--- src/rtl/sdrc_bank_req_fifo.sv ---
// In-order chunk queue, request generator -> bank FSMs; show-ahead, 1-cycle latency, full holds off b2r_ack.
// Optional `SDRC_REQ_FIFO_BYPASS_EN: an empty queue passes a chunk straight through when q_ready is high.
`ifndef SDR_REQ_ID_W
`define SDR_REQ_ID_W 4
`endif
`ifndef REQ_BW
`define REQ_BW 7
`endif

module sdrc_bank_req_fifo #(
   parameter int DEPTH      = 4,
   parameter int AFULL_ROOM = 2
) (
   input  logic                     clk,
   input  logic                     reset,
   input  logic                     r2b_req,
   input  logic [`SDR_REQ_ID_W-1:0] r2b_req_id,
   input  logic                     r2b_start,
   input  logic                     r2b_last,
   input  logic                     r2b_wrap,
   input  logic [1:0]               r2b_ba,
   input  logic [12:0]              r2b_raddr,
   input  logic [12:0]              r2b_caddr,
   input  logic [`REQ_BW-1:0]       r2b_len,
   input  logic                     r2b_write,
   output logic                     b2r_ack,
   output logic                     b2r_arb_ok,
   output logic                     q_valid,
   input  logic                     q_ready,
   output logic [`SDR_REQ_ID_W-1:0] q_req_id,
   output logic                     q_start,
   output logic                     q_last,
   output logic                     q_wrap,
   output logic [1:0]               q_ba,
   output logic [12:0]              q_raddr,
   output logic [12:0]              q_caddr,
   output logic [`REQ_BW-1:0]       q_len,
   output logic                     q_write,
   output logic [$clog2(DEPTH):0]   fifo_level
);

   localparam int AW = $clog2(DEPTH);
   localparam logic [AW:0] DEPTH_C = DEPTH[AW:0];
   localparam logic [AW:0] ROOM_C  = AFULL_ROOM[AW:0];

   typedef struct packed {
      logic [`SDR_REQ_ID_W-1:0] req_id;
      logic                     start;
      logic                     last;
      logic                     wrap;
      logic [1:0]               ba;
      logic [12:0]              raddr;
      logic [12:0]              caddr;
      logic [`REQ_BW-1:0]       len;
      logic                     write;
   } entry_t;

   entry_t        mem [DEPTH];
   entry_t        in_ent;
   entry_t        head;
   logic [AW-1:0] wp;
   logic [AW-1:0] rp;
   logic [AW:0]   cnt;
   logic          full;
   logic          empty;
   logic          push;
   logic          pop;
   logic          byp;

   assign in_ent = {r2b_req_id, r2b_start, r2b_last, r2b_wrap, r2b_ba,
                    r2b_raddr, r2b_caddr, r2b_len, r2b_write};
   assign full   = (cnt == DEPTH_C);
   assign empty  = (cnt == '0);

`ifdef SDRC_REQ_FIFO_BYPASS_EN
   assign byp = empty & r2b_req & q_ready & ~reset;
`else
   assign byp = 1'b0;
`endif

   // Full blocks the push regardless of a same-cycle pop: no q_ready -> b2r_ack path.
   assign b2r_ack    = r2b_req & ~full & ~reset;
   assign push       = b2r_ack & ~byp;
   assign pop        = ~empty & q_ready;
   assign q_valid    = ~empty | byp;
   assign head       = byp ? in_ent : mem[rp];
   assign fifo_level = cnt;
   assign b2r_arb_ok = (DEPTH_C - cnt) >= ROOM_C;

   assign {q_req_id, q_start, q_last, q_wrap, q_ba,
           q_raddr, q_caddr, q_len, q_write} = head;

   always_ff @(posedge clk) begin
      if (reset) begin
         wp  <= '0;
         rp  <= '0;
         cnt <= '0;
      end else begin
         if (push) wp <= wp + 1'b1;
         if (pop)  rp <= rp + 1'b1;
         case ({push, pop})
            2'b10:   cnt <= cnt + 1'b1;
            2'b01:   cnt <= cnt - 1'b1;
            default: cnt <= cnt;
         endcase
      end
   end

   always_ff @(posedge clk) begin
      if (push) mem[wp] <= in_ent;
   end

endmodule
--- config.mk ---
export PLATFORM = sky130hd
export DESIGN_NAME = sdrc_bank_req_fifo
export DESIGN_NICKNAME = d
export VERILOG_FILES = /design/src/rtl/sdrc_bank_req_fifo.sv
export SDC_FILE = /design/constraint.sdc
export NUM_CORES = 1
export LEC_CHECK = 0
export BUFFER_PORTS_ARGS = -buffer_cell sky130_fd_sc_hd__buf_2
export CORE_MARGIN = 1
export CORE_UTILIZATION = 61
export DETAILED_ROUTE_END_ITERATION = 16
export GPL_TIMING_DRIVEN = 0
export PLACE_DENSITY_LB_ADDON = 0.3
export REMOVE_ABC_BUFFERS = 1
export SYNTH_ARGS = -nofsm -noshare
export SYNTH_HDL_FRONTEND = slang
export SYNTH_SLANG_ARGS = --single-unit
--- constraint.sdc ---
create_clock -name clk -period 5.1 [get_ports clk]
set_input_delay 0.51 -clock clk [delete_from_list [all_inputs] [get_ports clk]]
set_output_delay 0.51 -clock clk [all_outputs]
set_load 0.01 [all_outputs]
==> flow_summary.ini, run 1 <==
[routing]
drc = 0
wl_per_cell_um = 19.9
first_pass_iters = 4
route.vias.total = 3071
wl_um = 10800
ant_nets = 0
drt-initial-drc-count = 146
detail_route.vias_per_cell = 5.67

[power]
ir_drop_uv = 340
leakagePower_nw = 2.69
p_per_area_mw_per_mm2 = 460

[place]
hpwl_um = 6750
pre_cts_ws_ns = 2.48
numPortBuffers = 95
globalplace.congestion = 0.673

[worst_setup_path]
rr_endpoint = mem[1][17]
cp.required_ns = 4.59
start_kind = flip-flop
cp_cell_sequence = mux4_1 -> buf_2
path_max_fanout = 43
rr_startpoint = fifo_level[0]
reg2reg_depth = 7
crit_slowest_cell = dfxtp_4
reg2reg_slack_ns = 2.48
slowest_delay_ns = 0.92
arrival_ns = 2.28
crit_path_end_kind = output port
worstSetupPathType = flip-flop to output port

[sta]
fin_crit_sh = 0.547
worst_slack_ns = 2.31
fin_tns_setup_ns = 0
rsz0062_at_grt = false
period_needed_ns = 2.79
relSlewSlack = 0.425
setup_violations = 0
fmax_ghz = 0.358
fin_skew_ns = 0.00819
slew_viol_final = 0
worstMarginPinSlew_ns = 0.863
timing.final.hold_violations = 0

[synth]
yosys_register_bits = 181
syn_avg_cell_area_um2 = 24.1
synth_area_mm2 = 0.00678
ys_types = 25
synth_warnings = 0
synth_seq_area_share = 0.789
syn_inst = 281

[global_route]
grt_usage = 0.211
antenna_found_initial = 0
grt_pass1_wl_um = 17000
grt_max_degree = 44
grt_overflow = 0
grt_pass1_vias = 3169

[status]
status = complete, no violations

[final_layout]
drive_gt1_frac = 0.433
post-route-util = 0.731
final_nets = 446
antenna_cells = 0
area_growth_pct = 17.0

[flow_run]
maxCapViolations = 0

[clock_network]
clock_latency_ns = 0.53
ctsResizeCount = 0
holdBufCountCts = 0
htree_num_levels = 4
post_cts_buffers = 0
path_clk_slew_ns = 0.07
cts_buffers = 17
clock_path_buffers = 2
cts_root_buffer = clkbuf_8
tritoncts = yes
clkSinkCount = 181

[die]
ioPinCount = 96
coreArea_mm2 = 0.0108
rows = 38
initial_core_util = 0.625
die_width_um = 107
dieArea_mm2 = 0.0115
dieHeight_um = 107

[min_path]
hold_start = r2b_caddr[1]
min_delay_path_depth = 1
hold_class = primary input to flip-flop
hold_end = mem[1][9]
==> cell usage after synthesis <==
| library cell | instances | area (µm²) |
|---|---|---|
| edfxtp_1 | 172 | 5160 |
| xor2_1 | 3 | 26.3 |
| ha_1 | 9 | 113 |
| o21ai_0 | 1 | 5.00 |
| and3b_1 | 1 | 8.76 |
| mux2i_1 | 1 | 10.0 |
| or3_1 | 1 | 6.26 |
| nand2_1 | 1 | 3.75 |
| buf_2 | 4 | 20.0 |
| xnor2_1 | 2 | 17.5 |
| mux4_2 | 40 | 901 |
| mux4_1 | 3 | 78.8 |
| nor2_1 | 9 | 33.8 |
| nor2b_1 | 2 | 12.5 |
| clkbuf_2 | 1 | 5.00 |
| buf_12 | 4 | 80.1 |
| inv_1 | 8 | 30.0 |
| and2b_1 | 1 | 7.51 |
| fa_1 | 1 | 20.0 |
| a21oi_1 | 2 | 10.0 |
| dfxtp_1 | 9 | 180 |
| nand3b_1 | 1 | 7.51 |
| clkbuf_1 | 1 | 3.75 |
| buf_6 | 1 | 11.3 |
| and2_1 | 3 | 18.8 |
==> per-stage QoR <==
step                instances  power, mW  instance area [µm²]  hold WS (ns)
finish                    542       3.65                 7930         0.190
detailed placement        510       2.59                 7420         0.516
global route              542       3.81                 7930         0.173
global placement          505       2.59                 7310         0.506
floorplan                 270       2.32                 6660         0.485
CTS                       542       3.69                 7930         0.161
==> how the worst max path moves through the flow <==
stage,from,end,slack [ns],cells after the start
after detailed placement,fifo_level[0],mem[2][19],2.48,7
after floorplan,flip-flop,q_ba[0],1.98,1
after global placement,flip-flop,q_raddr[12],1.10,2
after global routing,flip-flop,q_raddr[12],2.14,2
after CTS,flip-flop,q_raddr[12],2.21,2
final,flip-flop,q_raddr[12],2.31,2
==> cell families after synthesis <==
group | synth area share
AO/OA/AOI/OAI | 0.00222
multiplexers | 0.146
flip-flops | 0.789
XOR/XNOR | 0.00646
adder cells (fa/ha/maj) | 0.0196
buffers and inverters | 0.0222
AND/OR/NAND/NOR | 0.0146
==> layer usage <==
layer | GRT usage | wire, µm
met1 | 0.267 | 4510
met2 | 0.343 | 5560
met3 | 0.0623 | 514
met4 | 0.0890 | 211
met5 | 0 | 0
==> power by group <==
group	switching [mW]	leakage, nW	internal [mW]
clock	0.509	0.239	0.594
sequential	0.122	1.64	1.73
combinational	0.307	0.812	0.387
total	0.938	2.69	2.71
==> layout by cell type (no fill, tap or decap), types with 2 or more instances in the layout <==
master,count
clkinv_1,2
buf_2,95
clkinv_2,3
inv_1,8
dfxtp_1,7
xor2_1,3
mux4_2,40
clkbuf_1,2
a21oi_1,2
clkbuf_16,16
mux4_1,3
buf_12,5
edfxtp_1,172
and2_2,3
ha_1,9
nor2b_1,2
clkinvlp_4,4
xnor2_1,2
nor2_1,9
clkinv_4,4
==> critical path: cells and delay by family (launching register included) <==
kind | cells | cell delay (ns)
buffers and inverters | 1 | 0.16
muxes | 1 | 0.66
DFF | 1 | 0.92
==> flip-flops by register name, summed over array words and instances, names as in the netlist, named ones only <==
register,cells
fifo_level,3
rp,2
wp,2
mem,172
==> final cells by class <==
type,instances,area [µm²]
flip-flops and latches,181,5350
fillers,660,2920
multi-input cells,81,1280
repair buffers,100,576
clock buffers,19,422
well taps,140,175
clock inverters,13,87.6
inverters,8,30.0
(Power assumes the default switching activity.)
==> run 2: changes to the inputs <==
- CORE_UTILIZATION: 61 -> 51
- clock period: 5.1 -> 2.35 ns (I/O delays scaled with it)
==> run 2 against run 1 <==
Effect of this change: sequential power grew 110%; global-route usage decreased by 2.7 points; largest power group unchanged; power grew 130%; cell count rose by 7.6%; sequential cell count did not move; non-clock buffer count up 10; core utilization is 9.0 points lower; die area rose by 19%; clock power is 150% higher; setup slack worse by 2.2 ns; largest cell class unchanged; highest routed layer unchanged; combinational power rose to 2.7 times the previous value; clock skew grew 0.00080 ns.
==> flow_summary.ini, run 2 (synthesis gave the netlist of run 1 again) <==
[global_route]
grt_usage = 0.183
grt_pass1_wl_um = 17300
grt_pass1_vias = 3191
antenna_found_initial = 0
grt_overflow = 0
grt_max_degree = 32

[routing]
drc = 0
route.vias.total = 3101
wl_per_cell_um = 19.7
wl_um = 11500
first_pass_iters = 5
drt-initial-drc-count = 234
detail_route.vias_per_cell = 5.32
ant_nets = 0

[clock_network]
htree_num_levels = 4
path_clk_slew_ns = 0.07
cts_root_buffer = clkbuf_16
clkSinkCount = 181
clock_path_buffers = 2
cts_buffers = 17
tritoncts = yes
holdBufCountCts = 0
clock_latency_ns = 0.42

[die]
dieArea_mm2 = 0.0137
dieHeight_um = 117
initial_core_util = 0.530
ioPinCount = 96
rows = 41
die_width_um = 117
coreArea_mm2 = 0.0128

[sta]
worstMarginPinSlew_ns = 0.483
relSlewSlack = 0.678
slew_viol_final = 0
setup_violations = 0
fin_crit_sh = 0.969
fin_tns_setup_ns = 0
fmax_ghz = 0.439
period_needed_ns = 2.28
timing.final.hold_violations = 0
fin_skew_ns = 0.00898

[final_layout]
fillers = 893
postLayoutCellArea_mm2 = 0.00819
layout_commonest_cell = edfxtp_1
largest_register = mem
mostFrequentLayoutCells = edfxtp_1, buf_2, mux4_2
final_nets = 456
largest_reg_flops = 172
area_growth_pct = 20.8
drive_gt1_frac = 0.476

[min_path]
min_delay_path_depth = 1
hold_end = mem[2][8]
hold_class = primary input to flip-flop
hold_start = r2b_caddr[0]

[place]
dpl_cell_area_mm2 = 0.00746
hpwl_um = 6550
globalplace.congestion = 0.676
numPortBuffers = 95

[worst_setup_path]
reg2reg_depth = 12
rr_startpoint = fifo_level[1]
worstSetupPathType = flip-flop to flip-flop
path_max_fanout = 4
crit_path_end_kind = flip-flop
rr_endpoint = fifo_level[2]
start_kind = flip-flop
reg2reg_slack_ns = 0.07
arrival_ns = 2.63
cp.required_ns = 2.70

[power]
ir_drop_uv = 646
p_per_area_mw_per_mm2 = 1040
leakagePower_nw = 2.79
power_mw = 8.54

[flow_run]
maxCapViolations = 0

[status]
status = complete, no violations
-- run 2: report_power, final --
group          internal (mW)  switching [mW]  leakage (nW)
Combinational           1.02           0.888         0.876
Sequential              3.75           0.151          1.64
Clock                   1.64            1.09         0.278
Total                   6.41            2.13          2.79
-- run 2: per-layer routing --
layer,wire length [µm],vias up,track usage
li1,-,1398,-
met3,611,12,0.0613
met5,0,-,0
met1,4950,1604,0.236
met4,116,0,0.0700
met2,5830,87,0.291
-- run 2: layout make-up --
class                           count  area, µm²  area share
Antenna cell                        1       2.50    0.000306
Clock buffer                       18        429      0.0524
Clock inverter                     12        138      0.0168
Inverter                            8       30.0     0.00367
Multi-Input combinational cell     81       1340       0.163
Sequential cell                   181       5350       0.654
Tap cell                          172        215      0.0263
Timing Repair Buffer              110        683      0.0835
-- run 2: repair_timing --
action | 4_1_cts | 5_1_grt
pin swaps | 0 | 4
resized for setup | 11 | 8
setup buffers | 3 | 7
setup endpoints to repair | 126 | 56
-- run 2: critical path, stage by stage, from the launching register on --
cell and delay, ns:
dfxtp_2 0.32, inv_2 0.07, ha_4 0.15, ha_4 0.12
nor2b_2 0.05, and2b_2 0.23, inv_2 0.08, ha_4 0.14
inv_2 0.04, fa_2 0.36, xor2_1 0.15, or3_1 0.37
a21oi_1 0.12
-- run 2: worst max-delay path by stage --
stage,from,end,slack [ns],cells past startpoint
2_1_floorplan,fifo_level[0],mem[0][0],-0.51,6
3_3_place_gp,flip-flop,q_ba[0],-1.35,2
3_5_place_dp,fifo_level[0],mem[2][31],-0.20,7
4_1_cts,fifo_level[1],fifo_level[2],0.01,12
5_1_grt,fifo_level[1],fifo_level[2],-0.02,12
6_report,fifo_level[1],fifo_level[2],0.07,12
-- run 2: through the flow --
stage	std cells	util	hold WS (ns)	setup slack [ns]
global placement	537	0.575	0.445	-1.35
detailed placement	542	0.584	0.452	-0.196
CTS	575	0.634	0.00361	0.0105
finish	583	0.641	0.0276	0.0734
global route	582	0.641	0.00505	-0.0241
floorplan	270	-	0.304	-0.511
